==> src/rtl/lfsr_burst_arb_pkg.sv <==
// rtl/lfsr_burst_arb_pkg.sv - shared FSM encoding, defaults and helpers for the LFSR burst arbiter
package lfsr_burst_arb_pkg;

   typedef enum logic [1:0] {
      IDLE   = 2'd0,
      LOAD   = 2'd1,
      SETTLE = 2'd2,
      STREAM = 2'd3
   } state_t;

   localparam int         WIDTH_C        = 8;
   localparam logic [7:0] DEFAULT_SEED_C = 8'hD3;

   function automatic int wrap_inc(input int idx, input int n);
      return (idx + 1 >= n) ? 0 : idx + 1;
   endfunction

endpackage

==> src/rtl/lfsr_burst_arb_rr_arbiter.sv <==
// rtl/lfsr_burst_arb_rr_arbiter.sv - combinational round-robin pick: first requester at or after ptr
module lfsr_burst_arb_rr_arbiter
   import lfsr_burst_arb_pkg::*;
#(
   parameter int N  = 4,
   parameter int IW = $clog2(N)
) (
   input  logic [N-1:0]  req,
   input  logic [IW-1:0] ptr,
   output logic [N-1:0]  gnt,
   output logic [IW-1:0] idx,
   output logic          any
);

   always_comb begin : pick
      int c;
      gnt = '0;
      idx = '0;
      any = 1'b0;
      c   = 0;
      for (int i = 0; i < N; i++) begin
         c = int'(ptr) + i;
         if (c >= N) c = c - N;
         if (!any && req[c]) begin
            any    = 1'b1;
            gnt[c] = 1'b1;
            idx    = IW'(c);
         end
      end
   end

endmodule

==> src/rtl/lfsr_burst_arb.sv <==
// rtl/lfsr_burst_arb.sv - shares one LFSR among clients, streaming round-robin bursts of random bytes
module lfsr_burst_arb
   import lfsr_burst_arb_pkg::*;
#(
   parameter int               N_REQ        = 4,
   parameter int               WIDTH        = WIDTH_C,
   parameter int               LEN_W        = 4,
   parameter logic [WIDTH-1:0] DEFAULT_SEED = DEFAULT_SEED_C
) (
   input  logic                   clk,
   input  logic                   rst,
   input  logic [N_REQ-1:0]       req,
   input  logic [N_REQ-1:0]       req_reseed,
   input  logic [N_REQ*WIDTH-1:0] seed_in,
   input  logic [N_REQ*LEN_W-1:0] len_in,
   output logic [N_REQ-1:0]       gnt,
   output logic [WIDTH-1:0]       out_data,
   output logic                   out_valid,
   input  logic                   out_ready,
   output logic                   out_last,
   output logic [WIDTH-1:0]       lfsr_seed,
   output logic                   lfsr_load,
   input  logic [WIDTH-1:0]       lfsr_data,
   output logic                   lockup,
   output logic                   busy
);

   localparam int IW = $clog2(N_REQ);

   state_t           state, state_d;
   logic [IW-1:0]    ptr, ptr_d, win_idx, win_d, arb_idx;
   logic [N_REQ-1:0] arb_gnt, gnt_d;
   logic             arb_any;
   logic [LEN_W:0]   len_q, len_d, issued, issued_d;
   logic [WIDTH-1:0] data_d, lseed_d, sel_seed;
   logic [LEN_W-1:0] sel_len;
   logic             sel_reseed;
   logic             valid_d, last_d, load_d, lockup_d;
   logic             hs, capture_ok;

   lfsr_burst_arb_rr_arbiter #(.N(N_REQ), .IW(IW)) u_arb (
      .req (req),
      .ptr (ptr),
      .gnt (arb_gnt),
      .idx (arb_idx),
      .any (arb_any)
   );

   always_comb begin
      sel_seed   = '0;
      sel_len    = '0;
      sel_reseed = 1'b0;
      for (int i = 0; i < N_REQ; i++) begin
         if (arb_gnt[i]) begin
            sel_seed   = seed_in[i*WIDTH +: WIDTH];
            sel_len    = len_in[i*LEN_W +: LEN_W];
            sel_reseed = req_reseed[i];
         end
      end
   end

   assign hs         = out_valid & out_ready;
   assign capture_ok = (!out_valid || out_ready) && (issued < len_q);
   assign busy       = (state != IDLE);

   always_comb begin
      state_d  = state;
      gnt_d    = gnt;
      ptr_d    = ptr;
      win_d    = win_idx;
      len_d    = len_q;
      issued_d = issued;
      data_d   = out_data;
      valid_d  = out_valid;
      last_d   = out_last;
      load_d   = 1'b0;
      lseed_d  = lfsr_seed;
      lockup_d = 1'b0;
      case (state)
         IDLE: begin
            if (arb_any) begin
               gnt_d    = arb_gnt;
               win_d    = arb_idx;
               issued_d = '0;
               len_d    = (sel_len == '0) ? {1'b1, {LEN_W{1'b0}}} : {1'b0, sel_len};
               if (sel_reseed) begin
                  load_d  = 1'b1;
                  lseed_d = sel_seed;
                  state_d = LOAD;
               end else begin
                  state_d = STREAM;
               end
            end
         end
         LOAD: state_d = SETTLE;
         SETTLE: begin
            if (hs) valid_d = 1'b0;
            state_d = STREAM;
         end
         STREAM: begin
            if (hs && out_last) begin
               gnt_d   = '0;
               valid_d = 1'b0;
               last_d  = 1'b0;
               ptr_d   = IW'(wrap_inc(int'(win_idx), N_REQ));
               state_d = IDLE;
            end else if (capture_ok) begin
               // A zero from the LFSR would stick forever; reseed instead of emitting it.
               if (lfsr_data == '0) begin
                  load_d   = 1'b1;
                  lseed_d  = DEFAULT_SEED;
                  lockup_d = 1'b1;
                  state_d  = SETTLE;
                  if (hs) valid_d = 1'b0;
               end else begin
                  data_d   = lfsr_data;
                  valid_d  = 1'b1;
                  issued_d = issued + 1'b1;
                  last_d   = (issued == len_q - 1'b1);
               end
            end else if (hs) begin
               valid_d = 1'b0;
            end
         end
         default: state_d = IDLE;
      endcase
   end

   always_ff @(posedge clk or negedge rst) begin
      if (!rst) begin
         state     <= IDLE;
         gnt       <= '0;
         ptr       <= '0;
         win_idx   <= '0;
         len_q     <= '0;
         issued    <= '0;
         out_data  <= '0;
         out_valid <= 1'b0;
         out_last  <= 1'b0;
         lfsr_load <= 1'b0;
         lfsr_seed <= '0;
         lockup    <= 1'b0;
      end else begin
         state     <= state_d;
         gnt       <= gnt_d;
         ptr       <= ptr_d;
         win_idx   <= win_d;
         len_q     <= len_d;
         issued    <= issued_d;
         out_data  <= data_d;
         out_valid <= valid_d;
         out_last  <= last_d;
         lfsr_load <= load_d;
         lfsr_seed <= lseed_d;
         lockup    <= lockup_d;
      end
   end

endmodule
==> config.mk <==
export PLATFORM = sky130hd
export DESIGN_NAME = lfsr_burst_arb
export DESIGN_NICKNAME = d
export VERILOG_FILES = /design/src/rtl/lfsr_burst_arb_pkg.sv /design/src/rtl/lfsr_burst_arb_rr_arbiter.sv /design/src/rtl/lfsr_burst_arb.sv
export SDC_FILE = /design/constraint.sdc
export NUM_CORES = 1
export LEC_CHECK = 0
export CAP_MARGIN = 20
export CORE_MARGIN = 1.5
export CORE_UTILIZATION = 48
export DETAILED_ROUTE_END_ITERATION = 7
export PLACE_DENSITY = 0.87
export REMOVE_ABC_BUFFERS = 1
export SYNTH_ARGS = -nofsm -noshare
export SYNTH_HDL_FRONTEND = slang
export SYNTH_HIERARCHICAL = 1
export SYNTH_SLANG_ARGS = --single-unit
==> constraint.sdc <==
create_clock -name clk -period 4.1 [get_ports clk]
set_clock_uncertainty 0.05 [all_clocks]
set_input_delay 0.615 -clock clk [delete_from_list [all_inputs] [get_ports clk]]
set_output_delay 0.615 -clock clk [all_outputs]
set_load 0.05 [all_outputs]
### Yosys cells after proc, flatten, opt, wreduce, memory -nomap -nowiden

Index checks and enable logic that the tools add are counted.

| word-level totals | value |
|---|---|
| register bits | 40 |
| bits of input ports | 67 |

| cells by class | value |
|---|---|
| add/subtract/negate cells | 10 |
| order comparisons | 14 |
| equality and inequality tests | 14 |
| mux-type cells | 85 |
| bitwise operators | 6 |
| reduce and logical (&&, ||, !) cells | 29 |

Operators by type and width:

| operator | number |
|---|---|
| $ge 32x1->1 const B | 4 |
| $lt 32x4->1 const B | 4 |
| $mux 32 | 4 |
| $ge 32x4->1 const B | 3 |
| $sub 32x4->32 const B | 3 |
| $mux 8 | 9 |
| $mux 4 | 10 |
| $mux 1 | 33 |
| $mux 5 | 5 |
| $mux 2 | 10 |
| $ne 2x2->1 const B | 8 |
| $pmux 8 s2 | 1 |
| $or 4x4->4 | 3 |
| $pmux 5 s2 | 1 |
| $logic_and 1x1->1 | 9 |
| $reduce_and 3->1 | 3 |
| $bmux 1 s2 | 4 |
| $demux 1 s2 | 4 |
| $logic_not 8->1 | 1 |
| $pmux 2 s4 | 1 |
| $pmux 4 s2 | 1 |
| $reduce_bool 2->1 | 4 |
| $add 2x1->3 const B | 2 |
| $add 2x2->3 const B | 2 |
| 21 further kinds | 29 |

### Logic depth before layout (Yosys ltp)

Gate-level depths: netlist of the first run.

| logic depth | value |
|---|---|
| depth after elaboration | 22 |
| gate-level depth with buffers | 15 |

### Hierarchy

Netlist of the first run, hierarchy kept.

Modules (own cells, without submodules):

| module | times used | cells an instance | area an instance (um^2) |
|---|---|---|---|
| lfsr_burst_arb | 1 | 262 | 2511.2 |
| lfsr_burst_arb_rr_arbiter | 1 | 48 | 459.2 |

### Worst setup path before layout of the first run

OpenSTA, ideal clock, no wires.

| timing | value |
|---|---|
| path type | register -> register |
| from | register ptr[0] |
| to | register lfsr_seed[0] |
| setup time | 0.136 ns |
| data arrival time | 3.150 ns |
| required time | 3.914 ns |
| setup slack | 0.764 ns |
| stages on the path, launching flop included | 14 |
| path buffers | 2 |
| period minus slack after synthesis | 3.336 ns |
| cell sequence | dfrtp_1 -> buf_6 -> inv_1 -> ha_1 -> mux4_2 -> buf_6 -> and2b_2 -> a22oi_1 -> o21ai_0 -> a21oi_1 -> a221oi_1 -> o21ai_0 -> nor2_1 -> a2bb2oi_1 |

| between the ends | value |
|---|---|
| elaborated cells between the ends (all ways) | 78 |
| classes of those cells | add/sub (7); order compare (12); eq/ne (2); mux (43); bitwise (3); reduce/logical (11) |

RTL lines:

| what | RTL line | RTL |
|---|---|---|
| from (decl) | lfsr_burst_arb.sv:31 | `logic [IW-1:0] ptr, ptr_d, win_idx, win_d, arb_idx;` |
| from (signal assigned) | lfsr_burst_arb.sv:146 | `ptr <= ptr_d;` |
| parallel branches: the longest is 14 deep, another holds $sub 32x4->32 | n/a |  |
| $mux 4 * | lfsr_burst_arb_rr_arbiter.sv:24 | `if (!any && req[c]) begin` |
| via arb_gnt[2] | lfsr_burst_arb.sv:32 | `logic [N_REQ-1:0] arb_gnt, gnt_d;` |
| $mux 8 (2 in a row) | lfsr_burst_arb.sv:54 | `if (arb_gnt[i]) begin` |
| $mux 8 | lfsr_burst_arb.sv:86 | `if (sel_reseed) begin` |
| $mux 8 | lfsr_burst_arb.sv:81 | `if (arb_any) begin` |
| $pmux 8 s2 | lfsr_burst_arb.sv:79 | `case (state)` |
| to (signal assigned) | lfsr_burst_arb.sv:154 | `lfsr_seed <= lseed_d;` |
| to (decl) | lfsr_burst_arb.sv:21 | `output logic [WIDTH-1:0] lfsr_seed,` |

Mark *: on every way through the listed nets, which the timed path passes. The select of a mux whose other input is x is not followed.
A chain may end at the register's enable or synchronous reset.

### Worst setup path in the final report of the first run

| timing | value |
|---|---|
| from | input port req[3] |
| to | register lfsr_seed[0] |

| between the ends | value |
|---|---|
| elaborated cells between the ends (all ways) | 43 |
| classes of those cells | eq/ne (2); mux (31); bitwise (3); reduce/logical (7) |

RTL lines:

| what | RTL line | RTL |
|---|---|---|
| from (decl) | lfsr_burst_arb.sv:12 | `input logic [N_REQ-1:0] req,` |
| $bmux 1 s2 | lfsr_burst_arb_rr_arbiter.sv:24 |  |
| $mux 1 (implied by the code) (2 in a row) | lfsr_burst_arb_rr_arbiter.sv:24 |  |
| $mux 1 | lfsr_burst_arb_rr_arbiter.sv:24 |  |
| $logic_not 1->1 | lfsr_burst_arb_rr_arbiter.sv:24 |  |
| $logic_and 1x1->1 | lfsr_burst_arb_rr_arbiter.sv:24 |  |
| $mux 1 | lfsr_burst_arb_rr_arbiter.sv:24 |  |
| $logic_not 1->1 | lfsr_burst_arb_rr_arbiter.sv:24 |  |
| $logic_and 1x1->1 | lfsr_burst_arb_rr_arbiter.sv:24 |  |
| $mux 1 | lfsr_burst_arb_rr_arbiter.sv:24 |  |
| $logic_not 1->1 | lfsr_burst_arb_rr_arbiter.sv:24 |  |
| $logic_and 1x1->1 | lfsr_burst_arb_rr_arbiter.sv:24 |  |
| $mux 4 * | lfsr_burst_arb_rr_arbiter.sv:24 |  |
| via arb_gnt[1] | lfsr_burst_arb.sv:32 |  |
| $mux 8 (3 in a row) | lfsr_burst_arb.sv:54 |  |
| $mux 8 | lfsr_burst_arb.sv:86 |  |
| $mux 8 | lfsr_burst_arb.sv:81 |  |
| $pmux 8 s2 | lfsr_burst_arb.sv:79 |  |

Mark *: on every way through the listed nets, which the timed path passes. The rest lies on a longest branch. The select of a mux whose other input is x is not followed.

==> impl_metrics.toml, run 1 <==
[floorplanning]
core.rowCount = 28
die-height_um = 81.7
pin_count = 92
core_mm2 = 0.00596
die_w_um = 81.7
dieArea_mm2 = 0.00667
initial_utilization = 0.499

[timing]
fmax_ghz = 0.265
finalCritPeriodShare = 0.920
finalSetupViolations = 0
hold_violations = 0
rsz0062_at_grt = "no"
drv_slew = 0
setup_tns_ns = 0
maxSlewHeadroom = 0.422
worst_pin_slew_ns = 0.867
period_needed_ns = 3.77

[critical_path]
cp.required_ns = 4.27
cp-startpoint = "req[3]"
crit_fanout = 13
r2r_cells = 12
crit_arrival_ns = 3.95
cp-start-kind = "input port"
reg2reg_slack_ns = 0.48
critPathKind = "in -> reg"
timing.rr.end = "lfsr_seed[0]$_DFFE_PN0P_"
r2r_start = "ptr[1]$_DFFE_PN0P_"
crit_path_end_kind = "register"

[logic_synthesis]
synth.most_common_cell = "dfrtp_1"
async_flop_share = 1.00
synth_top_area_share = 0.337
synthCells = 310
yosys.cell_types.count = 55
ys_seq_area_frac = 0.337
synthTopCellsByArea = "dfrtp_1, ha_1, mux2_2"
yosys.area.top_type = "dfrtp_1"
synth_seq_cells = 40
syn_area_per_cell_um2 = 9.58
synth_commonest_cells = "dfrtp_1, nand2_1, inv_1"
synth_top_flop_cell = "dfrtp_1"
yosysWarnings = 6
synth-edff-count = 0
synth_area_mm2 = 0.00297

[global_routing]
grt_pass1_vias = 2715
grt_remaining_overflow = 0
grt_max_degree = 41
grt_pass1_wl_um = 12400
antenna_found_initial = 0
grtUsageTotal = 0.242

[clocking]
hold_buffers = 0
cts_made_buffers = 5
htreeDepth = 2
cts_tree = "done"
ctsResizeCount = 0
post_cts_buffers = 0
clkSinkCount = 40
path_clk_slew_ns = 0.08
clk_latency_ns = 0.30
clockBufferDepth = 2
clock_tree.root_cell = "clkbuf_8"

[finish]
nets = 488
final_cell_area_mm2 = 0.00403
finalCoreUtilization = 0.677
drive_gt1_frac = 0.117
fin_cells = 478
syn_to_final_growth_pct = 35.8
antenna-diode-count = 0

[power]
p_leak_nw = 1.65
power.total_mw = 3.24
ir_drop_mv = 0.497
power_density_mw_per_mm2 = 802

[flow_run]
max_cap_violations = 0

[hold_path]
hold_class = "in -> async"

[route]
dr.pass1.iters = 4
ant_nets = 0
routedWlPerCell_um = 16.1
dr_total_vias = 2834
drt-initial-drc-count = 175
drt_wl_total_um = 7680
viasPerCell = 5.93
drc = 0

[outcome]
outcome = "completed"

[placed_design]
placed_cells = 470
dp_hpwl_um = 5920
gp_congestion = 0.858
port_buffers = 91
dpl_cell_area_mm2 = 0.00394
-- cell type report --
class                           instances  area [µm²]
Clock inverter                          2        15.0
Tap cell                               75        93.8
Fill cell                             472        1920
Timing Repair Buffer                  103         996
Multi-Input combinational cell        229        1760
Clock buffer                            6        82.6
Sequential cell                        40        1000
Inverter                               23        86.3
-- critical path: stages --
cell	delay, ns
clkdlybuf4s50_1	0.48
mux4_2	0.65
nor4b_4	0.43
a22oi_1	0.10
o21ai_1	0.22
a21oi_1	0.12
a221oi_1	0.41
o21ai_0	0.28
a21oi_1	0.43
a2bb2oi_1	0.20
-- sequential cells by signal (all words and copies together) (netlist names) --
name,cells
out_data,8
out_valid,1
out_last,1
state,2
win_idx,2
lfsr_load,1
lockup,1
gnt,4
issued,5
lfsr_seed,8
ptr,2
len_q,5
-- worst max-delay path by stage --
stage	cells after the start	end	slack [ns]
2_1_floorplan	11	len_q[4]$_DFFE_PN0P_	-0.18
3_3_place_gp	11	lfsr_seed[1]$_DFFE_PN0P_	0.31
3_5_place_dp	11	lfsr_seed[4]$_DFFE_PN0P_	0.12
4_1_cts	10	lfsr_seed[0]$_DFFE_PN0P_	0.40
5_1_grt	10	lfsr_seed[7]$_DFFE_PN0P_	0.02
6_report	10	lfsr_seed[0]$_DFFE_PN0P_	0.33
-- metal layers --
layer,part of all wire,global-route usage,vias to the layer above
met3,0.070,0.0500,20
met2,0.49,0.415,126
met4,0.025,0.0915,0
met1,0.41,0.298,1347
met5,0,0,-
li1,-,-,1341
-- cells by family after synthesis --
logic type | Yosys count | share of synthesized area
AOI/OAI and AO/OA | 98 | 0.252
and+or+nand+nor | 86 | 0.149
buffers and inverters | 41 | 0.0712
DFF | 40 | 0.337
muxes | 21 | 0.0965
adders and majority gates | 19 | 0.0800
xor gates and xnor gates | 5 | 0.0147
-- stage by stage --
stage               hold WS, ns  worst slack, ns
floorplan                 0.269           -0.176
global placement          0.412            0.307
detailed placement        0.420            0.117
CTS                       0.411            0.396
global route              0.461           0.0199
finish                    0.376            0.326
-- layout by cell type, fill, tap and decap left out, types with 3 or more instances in the layout --
master and n:
nand2b_1 3, nor3_1 6, a2bb2oi_1 6, mux2_2 15
o21ai_0 18, nand3_1 9, a21oi_1 8, o21ai_1 3
dfrtp_1 40, clkbuf_8 6, a22oi_1 8, buf_4 12
nand3b_1 3, nor2_1 21, clkdlybuf4s50_1 90, xnor2_1 4
a211oi_1 3, o221ai_1 3, a221oi_1 12, nand2_1 27
a22o_1 3, nor2b_1 5, o31ai_1 12, a211o_1 5
inv_1 22, ha_1 19
-- report_power, final --
part	internal (mW)	total, mW	switching [mW]
combinational	0.939	2.23	1.29
clock	0.136	0.278	0.142
sequential	0.577	0.728	0.151
(Power assumes the default switching activity.)
==> run 2, diff against run 1 <==
Settings changed: CORE_UTILIZATION 48 to 51, PLACE_DENSITY 0.87 to 0.91.
Clock period 4.1 ns to 4.75 ns, I/O delays scaled along.
==> impl_metrics.toml, run 2 (synthesized netlist as in run 1, its figures left out) <==
[power]
p_leak_nw = 1.63
power_density_mw_per_mm2 = 691
ir_drop_mv = 0.443

[clocking]
post_cts_buffers = 0
ctsResizeCount = 0
hold_buffers = 0
htreeDepth = 2
clk_latency_ns = 0.29
clock_tree.root_cell = "clkbuf_8"
cts_tree = "done"
clockBufferDepth = 2
clkSinkCount = 40
cts_made_buffers = 5
path_clk_slew_ns = 0.07

[finish]
fin_cells = 468
drive_gt1_frac = 0.101
fill_cells = 415
layout_common_cells = "clkdlybuf4s50_1, dfrtp_1, nand2_1"
syn_to_final_growth_pct = 33.7
layout_commonest_cell = "clkdlybuf4s50_1"
nets = 481
antenna-diode-count = 0
reg.largest.list = "lfsr_seed x8, out_data x8"

[critical_path]
cp.required_ns = 4.86
cpPeakStageDelay_ns = 0.55
r2r_cells = 12
critPathKind = "reg -> reg"
slowest_stage = "dfrtp_1"
crit_path_end_kind = "register"
path_delay_family = "compound AO/OA/AOI/OAI gates"
crit_fanout = 12
crit_arrival_ns = 4.20
path_cells = "inv_1 > ha_1 > mux4_2 > nor4b_4 > a22oi_1 > o21ai_1 > buf_4 > a21oi_1 > a221oi_1 > o21ai_0 > nor2_1 > a2bb2oi_1"
path_buf_inv = 2
path_depth = 12
cp-start-kind = "register"

[global_routing]
antenna_found_initial = 0
grt_max_degree = 41
grt_remaining_overflow = 0
grt_pass1_vias = 2686
grt_pass1_wl_um = 12600
grtUsageTotal = 0.256

[timing]
finalCritPeriodShare = 0.862
rsz0062_at_grt = "no"
finalSetupViolations = 0
maxSlewHeadroom = 0.396
drv_slew = 0
setup_tns_ns = 0
period_needed_ns = 4.09
fmax_ghz = 0.244
worst_pin_slew_ns = 0.906
hold_violations = 0

[route]
drt_wl_total_um = 7760
ant_nets = 0
dr.pass1.iters = 5
drt-initial-drc-count = 201
viasPerCell = 6.01
routedWlPerCell_um = 16.6
dr_total_vias = 2812
drc = 0

[floorplanning]
core.rowCount = 27
core_mm2 = 0.00557
pin_count = 92
die-height_um = 79.3
die_w_um = 79.3
dieArea_mm2 = 0.00629
initial_utilization = 0.533

[placed_design]
gp_congestion = 0.859
port_buffers = 91
placed_cells = 460
dp_hpwl_um = 5980

[hold_path]
hold_depth = 2
hold_class = "reg -> reg"

[flow_run]
max_cap_violations = 0

[outcome]
outcome = "completed"
## run 2: cell types whose count changed in the layout (fill, tap and decap cells not counted), sizes merged
| cell | change |
|---|---|
| buf | -7 |
| clkinv | +2 |
| clkinvlp | -2 |
## run 2: metrics by stage
stage	area [µm²]	worst slack (ns)	util	hold WS, ns	total power [mW]
final	3970	0.657	0.712	0.431	2.75
after global routing	3970	0.268	0.712	0.468	2.93
after CTS	3970	0.702	0.712	0.430	2.73
after detailed placement	3880	0.420	0.696	0.415	2.50
after global placement	3880	0.668	0.696	0.410	2.42
after floorplan	2850	0.474	-	0.367	1.95
## run 2: worst paths after layout
| path | start | to | slack (ns) |
|---|---|---|---|
| worst max-delay path | ptr[1]$_DFFE_PN0P_ | lfsr_seed[4]$_DFFE_PN0P_ | 0.66 |
| worst min-delay path | gnt[3]$_DFFE_PN0P_ | gnt[3]$_DFFE_PN0P_ | 0.43 |
| worst max register to register | ptr[1]$_DFFE_PN0P_ | lfsr_seed[4]$_DFFE_PN0P_ | 0.66 |
| worst min register to register | gnt[3]$_DFFE_PN0P_ | gnt[3]$_DFFE_PN0P_ | 0.43 |
| max in group asynchronous | rst | gnt[1]$_DFFE_PN0P_ | 3.63 |
| min in group asynchronous | rst | out_data[6]$_DFFE_PN0P_ | 0.47 |
## run 2: final cells by class
type | instances | area [µm²] | area share
Timing Repair Buffer | 96 | 943 | 0.238
Inverter | 23 | 86.3 | 0.0217
Multi-Input combinational cell | 229 | 1760 | 0.443
Tap cell | 72 | 90.1 | 0.0227
Sequential cell | 40 | 1000 | 0.252
Clock buffer | 6 | 82.6 | 0.0208
Clock inverter | 2 | 10.0 | 0.00252
## run 2: worst reg2reg max path, delay by kind of cell, from the launching register on
| kind | cells | cell delay (ns) |
|---|---|---|
| buf+inv | 2 | 0.47 |
| fa+ha+maj | 1 | 0.40 |
| flops | 1 | 0.55 |
| mux | 1 | 0.45 |
| simple gates | 2 | 0.85 |
| compound gates | 6 | 1.19 |
## run 2: per-layer routing
layer  track usage  routed length, µm  vias up
li1              -                  -     1331
met1         0.313               3250     1356
met2         0.455               3980      115
met3        0.0552                430       10
met4        0.0684                 97        0
met5             0                  0        -
## run 2: power breakdown
part	leakage, nW	switching [mW]	internal [mW]
Combinational	1.07	1.10	0.776
Clock	0.0510	0.116	0.116
Sequential	0.500	0.139	0.498
